## src/rtl/uart_pkg.sv

```systemverilog
// Shared types and helpers for the UART transmit scheduler.
// State encoding is one-hot so IDLE decodes from a single flop.
package uart_pkg;

  typedef enum logic [3:0] {
    S_IDLE     = 4'b0001,
    S_LOAD     = 4'b0010,
    S_WAIT_ACK = 4'b0100,
    S_FRAME    = 4'b1000
  } state_t;

  localparam int ST_W = 4;

  function automatic int clog2(input int v);
    int r;
    r = 0;
    while ((1 << r) < v) r++;
    return r;
  endfunction

  function automatic int max2(input int a, input int b);
    return (a > b) ? a : b;
  endfunction

  // start bit + data bits at 16 ticks each, plus stop-bit ticks
  function automatic int frame_ticks(input int dbit, input int sb_tick);
    return (1 + dbit) * 16 + sb_tick;
  endfunction

endpackage

```

## src/rtl/uart_tx_sched_rr_arbiter.sv

```systemverilog
// Round-robin pick: first asserted req at or after ptr, wrapping.
// Purely combinational; the caller registers the result.
module rr_arbiter
  import uart_pkg::*;
#(
  parameter  int NREQ = 4,
  localparam int IW   = clog2(NREQ)
) (
  input  logic [NREQ-1:0] req,
  input  logic [IW-1:0]   ptr,
  output logic [NREQ-1:0] win,
  output logic [IW-1:0]   idx,
  output logic            vld
);

  int j;

  always_comb begin
    win = '0;
    idx = '0;
    vld = 1'b0;
    j   = 0;
    for (int k = 0; k < NREQ; k++) begin
      j = int'(ptr) + k;
      if (j >= NREQ) j = j - NREQ;
      if (!vld && req[j]) begin
        vld    = 1'b1;
        win[j] = 1'b1;
        idx    = IW'(j);
      end
    end
  end

endmodule

```

## src/rtl/uart_tx_sched.sv

```systemverilog
// Shares one UART transmitter among NREQ byte sources, round-robin,
// holding off the next grant until a full frame of s_ticks has elapsed.
module uart_tx_sched
  import uart_pkg::*;
#(
  parameter  int NREQ        = 4,
  parameter  int DBIT        = 8,
  parameter  int SB_TICK     = 16,
  parameter  int FRAME_TICKS = frame_ticks(DBIT, SB_TICK),
  parameter  int ACK_TO      = 64,
  localparam int IW          = clog2(NREQ),
  localparam int CW          = clog2(max2(FRAME_TICKS, ACK_TO)) + 1
) (
  input  logic                 clk,
  input  logic                 rst_n,
  input  logic                 s_tick,
  input  logic [NREQ-1:0]      req,
  input  logic [NREQ*DBIT-1:0] data,
  output logic [NREQ-1:0]      gnt,
  output logic                 tx_start,
  output logic [DBIT-1:0]      tx_din,
  input  logic                 tx_done_tick,
  output logic                 busy,
  output logic [IW-1:0]        cur_id,
  output logic                 ack_err
);

  localparam logic [CW-1:0] ACK_LAST = CW'(ACK_TO - 1);
  localparam logic [CW-1:0] FR_LAST  = CW'(FRAME_TICKS - 1);
  localparam logic [IW-1:0] LAST_ID  = IW'(NREQ - 1);

  state_t          state;
  logic [CW-1:0]   cnt;
  logic [IW-1:0]   rr_ptr;
  logic [NREQ-1:0] win_oh;
  logic [IW-1:0]   win_idx;
  logic            win_vld;
  logic [DBIT-1:0] src [NREQ];

  for (genvar i = 0; i < NREQ; i++) begin : g_src
    assign src[i] = data[i*DBIT +: DBIT];
  end

  rr_arbiter #(
    .NREQ (NREQ)
  ) u_arb (
    .req (req),
    .ptr (rr_ptr),
    .win (win_oh),
    .idx (win_idx),
    .vld (win_vld)
  );

  assign busy = (state != S_IDLE);

  always_ff @(posedge clk or negedge rst_n) begin
    if (!rst_n) begin
      state    <= S_IDLE;
      gnt      <= '0;
      tx_start <= 1'b0;
      tx_din   <= '0;
      cur_id   <= '0;
      ack_err  <= 1'b0;
      rr_ptr   <= '0;
      cnt      <= '0;
    end else begin
      gnt <= '0;
      unique case (state)
        S_IDLE: begin
          if (win_vld) begin
            tx_din <= src[win_idx];
            cur_id <= win_idx;
            gnt    <= win_oh;
            rr_ptr <= (win_idx == LAST_ID) ? '0 : win_idx + 1'b1;
            state  <= S_LOAD;
          end
        end
        S_LOAD: begin
          tx_start <= 1'b1;
          cnt      <= '0;
          state    <= S_WAIT_ACK;
        end
        S_WAIT_ACK: begin
          // an ack arriving on the expiry tick still counts as success
          if (tx_done_tick) begin
            tx_start <= 1'b0;
            cnt      <= '0;
            state    <= S_FRAME;
          end else if (s_tick) begin
            if (cnt >= ACK_LAST) begin
              ack_err  <= 1'b1;
              tx_start <= 1'b0;
              cnt      <= '0;
              state    <= S_IDLE;
            end else begin
              cnt <= cnt + 1'b1;
            end
          end
        end
        S_FRAME: begin
          if (s_tick) begin
            if (cnt >= FR_LAST) begin
              cnt   <= '0;
              state <= S_IDLE;
            end else begin
              cnt <= cnt + 1'b1;
            end
          end
        end
        default: begin
          tx_start <= 1'b0;
          cnt      <= '0;
          state    <= S_IDLE;
        end
      endcase
    end
  end

endmodule

```

## config.mk

```make
export PLATFORM = sky130hd
export DESIGN_NAME = uart_tx_sched
export DESIGN_NICKNAME = d
export VERILOG_FILES = /design/src/rtl/uart_pkg.sv /design/src/rtl/uart_tx_sched_rr_arbiter.sv /design/src/rtl/uart_tx_sched.sv
export SDC_FILE = /design/constraint.sdc
export NUM_CORES = 1
export LEC_CHECK = 0
export BUFFER_PORTS_ARGS = -buffer_cell sky130_fd_sc_hd__buf_4
export CORE_MARGIN = 4
export CORE_UTILIZATION = 57
export DETAILED_ROUTE_END_ITERATION = 6
export GPL_TIMING_DRIVEN = 0
export PLACE_DENSITY = 0.85
export SYNTH_ARGS = -nofsm -noshare
export SYNTH_HDL_FRONTEND = slang
export SYNTH_SLANG_ARGS = --single-unit
```

## constraint.sdc

```tcl
create_clock -name clk -period 6.1 [get_ports clk]
set_clock_uncertainty 0.1 [all_clocks]
set_input_delay 0.61 -clock clk [delete_from_list [all_inputs] [get_ports clk]]
set_output_delay 0.61 -clock clk [all_outputs]
set_load 0.05 [all_outputs]
```

-- Word level (Yosys, flattened, before mapping)
Index checks and enable logic that the tools add are counted.
- register bits after elaboration: 31
- output and inout port bits: 17
- logic and storage cells: 125
- input port bits: 40
- bitwise logic cells: 7
- add/subtract/negate cells: 9
- equality and inequality tests: 11
- reduce and logical (&&, ||, !) cells: 16
- $lt $le $gt $ge: 15
- mux-type cells: 59
- operator list (cell ; number):
    $ge 32x1->1 const B ; 4
    $lt 32x4->1 const B ; 4
    $mux 32 ; 4
    $ge 32x4->1 const B ; 3
    $sub 32x4->32 const B ; 3
    $mux 4 ; 12
    $mux 9 ; 5
    $pmux 9 s3 ; 1
    $mux 1 ; 19
    $bmux 8 s2 ; 1
    $mux 8 ; 2
    $pmux 4 s4 ; 1
    $or 4x4->4 ; 3
    $mux 2 ; 5
    $add 9x1->9 const B ; 1
    $ge 9x6->1 const B ; 1
    $ge 9x8->1 const B ; 1
    $bmux 1 s2 ; 4
    $demux 1 s2 ; 4
    $logic_and 1x1->1 ; 7
    $add 2x2->3 const B ; 2
    $ne 3x3->1 const B ; 2
    $reduce_and 3->1 ; 2
    $reduce_and 5->1 ; 1
    other kinds (20) ; 25

-- Logic depth before layout (Yosys ltp)
- depth after elaboration: 19
- depth in mapped cells: 11
- depth with buffers taken out: 8

-- Hierarchy
Synthesis repeated with hierarchy kept, for this count alone.
- cell total of the unflattened synthesis: 199
- area total of the unflattened synthesis: 2154.6 µm²
- modules (own cells, without submodules) (module ; times used ; area each (µm²) ; sequential area each (µm²) ; cells an instance):
    uart_tx_sched ; 1 ; 1694.1 ; 777.0 ; 151
    rr_arbiter ; 1 ; 460.4 ; 0.0 ; 48

-- Least setup slack after synthesis
No wires, ideal clock.
- kind: register to register
- start: register rr_ptr[0]
- end: register tx_din[1]
- stages on the path, launching flop included: 12
- library setup time: 0.126 ns
- arrival time: 2.645 ns
- data required time: 5.874 ns
- buffers on the path: 3
- clock period less this slack: 2.871 ns
- slack: 3.229 ns
- path through: dfrtp_1 -> buf_6 -> inv_1 -> ha_1 -> buf_2 -> mux4_2 -> nor2b_4 -> nor2_2 -> o32ai_4 -> buf_6 -> nor3_2 -> a221o_1
- longest elaborated chain between the ends: 19
- elaborated cells between the ends (all ways): 46
- those cells by class: 7 x add/sub; 4 x order compare; 27 x mux; 1 x bitwise; 7 x reduce/logical
- RTL lines (element ; RTL line ; source):
    start: declaration ; uart_tx_sched.sv:34 ; logic [IW-1:0] rr_ptr;
    start signal: assignment ; uart_tx_sched.sv:74 ; rr_ptr <= (win_idx == LAST_ID) ? '0 : win_idx + 1'b1;
    parallel branches: the longest is 19 deep, another holds $sub 32x4->32 ; -- ;
    end signal: assignment ; uart_tx_sched.sv:71 ; tx_din <= src[win_idx];
    end: declaration ; uart_tx_sched.sv:21 ; output logic [DBIT-1:0] tx_din,
Parallel ways; which one is timed is not known. The select of a mux whose other input is x is not followed.
A chain may end at the register's enable or synchronous reset.

-- Final worst setup path
- start: register rr_ptr[0]
- end: register tx_din[6]
Same word-level chain as after synthesis.

==> metrics.log <==
INFO  metric grt_first_pass_wirelength = 8710 µm
INFO  metric ios = 57
INFO  metric numCtsBuffers = 5
INFO  metric port_buffers = 56
INFO  metric crit_arrival = 3.25 ns
INFO  metric clock_tree.root_cell = sky130_fd_sc_hd__clkbuf_8
INFO  metric critical_path_required = 6.17 ns
INFO  metric synth_top_cells_by_area = sky130_fd_sc_hd__dfrtp_1 35%, sky130_fd_sc_hd__mux2i_1 10%, sky130_fd_sc_hd__nor2_1 4.7%
INFO  metric floorplan.rows = 22
INFO  metric initial_standard_cell_utilization_of_the_core = 0.593
INFO  metric die_width = 69.7 µm
INFO  metric netlist_instances = 229
INFO  metric leakagePower = 1.24 nW
INFO  metric synth_ff_type = sky130_fd_sc_hd__dfrtp_1
INFO  metric cell_depth_of_the_worst_flop_to_flop_path = 11
INFO  metric cp-end-kind = flop
INFO  metric clkLatencyLatePin = 0.29 ns
INFO  metric place.gp.congestion = 0.830
INFO  metric grt_max_degree = 32
INFO  metric post_synthesis_cell_type_with_the_largest_combined_area = sky130_fd_sc_hd__dfrtp_1
INFO  metric final.period_utilization = 0.522
INFO  metric postRouteAntennaNets = 0
INFO  metric tritoncts = built
INFO  metric status = finished clean
INFO  metric fmax = 314 MHz
INFO  metric grt_pass1_vias = 1921
INFO  metric clock_sinks = 31
INFO  metric total_number_of_vias = 1995
INFO  metric ys_types = 53
INFO  metric ir_worst_vdd = 311 µV
INFO  metric max-clock-path-buffers = 2
INFO  metric antenna-diode-count = 0
INFO  metric place.detailed.hpwl = 3780 µm
INFO  metric syn_area = 2170 µm²
INFO  metric cts_hold_buf = 0
INFO  metric floorplan.die_area = 4860 µm²
INFO  metric worstReg2RegStart = rr_ptr[0]$_DFFE_PN0P_
INFO  metric timing.final.ws_setup = 2.92 ns
INFO  metric drc = 0
INFO  metric rsz0062_at_grt = no
INFO  metric hold_violations = 0
INFO  metric wl_per_cell = 14.9 µm
INFO  metric grt_use_total = 0.221
INFO  metric drt_pre_antenna_iters = 4
INFO  metric layout.core_utilization = 0.746
INFO  metric number_of_setup_violations_in_the_final_report = 0
INFO  metric crit_type = flop to flop
INFO  metric syn_area_per_cell = 9.48 µm²
INFO  metric maxCapViolCount = 0
INFO  metric die_y = 69.7 µm
INFO  metric slew_headroom = 0.488
INFO  metric worst_setup_hold_path_clk_slew = 0.06 ns
INFO  metric path_max_fanout = 10
INFO  metric finalNetCount = 337
INFO  metric async_reset_ff_frac = 1.00
INFO  metric cts_resized = 0
INFO  metric synth.yosys.warnings = 0
INFO  metric power_density = 562 nW/µm²
INFO  metric synth.ff_latch_count = 31
INFO  metric rr_endpoint = tx_din[6]$_DFFE_PN0P_
INFO  metric h_tree_level_count = 2
INFO  metric final.setup.tns = 0 ns
INFO  metric reg2reg_setup_slack = 2.92 ns
INFO  metric detail_route.wirelength = 5080 µm
INFO  metric share_of_cells_above_drive_strength_1 = 0.297
INFO  metric drtIter0Drc = 120
INFO  metric number_of_synthesized_flops_with_an_enable_pin = 0
INFO  metric detail_route.vias_per_cell = 5.85
INFO  metric netlist.area_leader.share = 0.346
INFO  metric grt_antenna_before_repair = 0
INFO  metric grt_remaining_overflow = 0
INFO  metric core_area = 3660 µm²
INFO  metric crit_path_start_kind = flop
INFO  metric pre_cts_ws = 2.94 ns
INFO  metric final_max_slew_viol_count = 0
INFO  metric min_period = 3.18 ns
INFO  metric synth_fp_nets = 274
INFO  metric cts_setup_buffers = 0
INFO  metric worstMarginPinSlew = 0.747 ns
INFO  metric synth.yosys.seq_area_share = 0.358
INFO  metric timing.hold.worst.class = primary input to asynchronous set/reset pin
INFO  metric area_growth_syn_to_layout = 25.9%
[per-layer routing]
layer | track usage | up-vias | part of all wire
met2 | 0.370 | 51 | 0.51
li1 | - | 977 | -
met5 | 0 | - | 0
met1 | 0.276 | 960 | 0.43
met3 | 0.0565 | 7 | 0.047
met4 | 0.0745 | 0 | 0.013
[placed cells by master (no fill, tap or decap), drive strengths merged, types with 4 or more instances in the layout]
cell,instances
a21oi,6
a221o,9
a221oi,4
a22oi,4
buf,62
clkbuf,17
dfrtp,30
ha,5
inv,12
mux2,4
mux2i,22
nand2,10
nand2b,4
nand3,5
nor2,28
nor3,11
o21ai,13
or2,4
or3,4
[synth_stat cells (2+ instances only)]
master	n
sky130_fd_sc_hd__o41ai_1	2
sky130_fd_sc_hd__nor3_1	9
sky130_fd_sc_hd__or2_2	3
sky130_fd_sc_hd__mux2i_1	22
sky130_fd_sc_hd__or3_1	4
sky130_fd_sc_hd__nor2_1	27
sky130_fd_sc_hd__nor4b_1	2
sky130_fd_sc_hd__mux4_2	2
sky130_fd_sc_hd__inv_1	12
sky130_fd_sc_hd__xnor2_1	2
sky130_fd_sc_hd__nor3_2	2
sky130_fd_sc_hd__nand3_1	5
sky130_fd_sc_hd__a21oi_1	5
sky130_fd_sc_hd__mux2_2	4
sky130_fd_sc_hd__and3_1	3
sky130_fd_sc_hd__nand2_1	10
sky130_fd_sc_hd__nor2b_1	2
sky130_fd_sc_hd__a311oi_1	2
sky130_fd_sc_hd__o22ai_1	3
sky130_fd_sc_hd__a221o_1	9
sky130_fd_sc_hd__nand2b_1	4
sky130_fd_sc_hd__o32a_1	2
sky130_fd_sc_hd__clkbuf_1	9
sky130_fd_sc_hd__buf_6	3
sky130_fd_sc_hd__nand4_1	3
sky130_fd_sc_hd__dfrtp_1	30
sky130_fd_sc_hd__o21ai_0	12
sky130_fd_sc_hd__ha_1	5
sky130_fd_sc_hd__a221oi_1	4
sky130_fd_sc_hd__a22oi_1	4
[critical path, stage by stage, from the launching register on]
cell and delay (ns):
sky130_fd_sc_hd__dfrtp_1 0.40, sky130_fd_sc_hd__buf_6 0.17, sky130_fd_sc_hd__inv_1 0.15, sky130_fd_sc_hd__ha_1 0.31, sky130_fd_sc_hd__buf_2 0.21, sky130_fd_sc_hd__mux4_2 0.63, sky130_fd_sc_hd__nor2b_4 0.20, sky130_fd_sc_hd__nor2_2 0.09
sky130_fd_sc_hd__o32ai_4 0.29, sky130_fd_sc_hd__buf_6 0.21, sky130_fd_sc_hd__nor3_2 0.05, sky130_fd_sc_hd__a221o_1 0.26
[metrics by stage]
stage               area [µm²]  std cells  total power, mW  hold WS [ns]
floorplan                 2170        229             1.14         0.214
global placement          2650        333             1.36         0.358
detailed placement        2650        333             1.38         0.363
CTS                       2730        341             1.54         0.146
global route              2730        341             1.64         0.171
finish                    2730        341             1.54         0.139
[where the power goes]
group	total [mW]	leakage, nW	switching, mW	internal, mW
Clock	0.157	0.0422	0.0772	0.0799
Combinational	1.07	0.794	0.637	0.428
Sequential	0.313	0.404	0.0366	0.276
[kinds of logic (layout without fill, tap and decap cells)]
| logic type | count (synthesis) | after routing | share of synthesized area |
|---|---|---|---|
| AO/OA/AOI/OAI | 54 | 54 | 0.198 |
| XOR/XNOR | 2 | 2 | 0.00807 |
| adder cells (fa/ha/maj) | 5 | 5 | 0.0288 |
| buffers and inverters | 28 | 92 | 0.0680 |
| flip-flops | 31 | 31 | 0.358 |
| multiplexers | 28 | 28 | 0.143 |
| AND/OR/NAND/NOR | 81 | 81 | 0.196 |
[worst max-delay path by stage]
stage / from / to / slack, ns / cells after the start
2_1_floorplan: rr_ptr[0]$_DFFE_PN0P_ / tx_din[1]$_DFFE_PN0P_ / 3.23 / 11
3_3_place_gp: rr_ptr[0]$_DFFE_PN0P_ / tx_din[6]$_DFFE_PN0P_ / 2.95 / 11
3_5_place_dp: rr_ptr[0]$_DFFE_PN0P_ / tx_din[1]$_DFFE_PN0P_ / 2.94 / 11
4_1_cts: rr_ptr[0]$_DFFE_PN0P_ / tx_din[6]$_DFFE_PN0P_ / 2.92 / 11
5_1_grt: rr_ptr[0]$_DFFE_PN0P_ / tx_din[6]$_DFFE_PN0P_ / 2.74 / 11
6_report: rr_ptr[0]$_DFFE_PN0P_ / tx_din[6]$_DFFE_PN0P_ / 2.92 / 11
[cell type report]
cell class	instances	area [µm²]
Buffer	16	103
Clock inverter	1	5.00
Fill cell	278	928
Multi-Input combinational cell	170	1250
Tap cell	48	60.1
Clock buffer	7	76.3
Sequential cell	31	777
Timing Repair Buffer	56	420
Inverter	12	45.0
[sequential cells by signal (all words and copies together) (netlist names)]
name,count
tx_start,1
state,4
cur_id,2
cnt,9
gnt,4
tx_din,8
rr_ptr,2
ack_err,1
(Power assumes the default switching activity.)
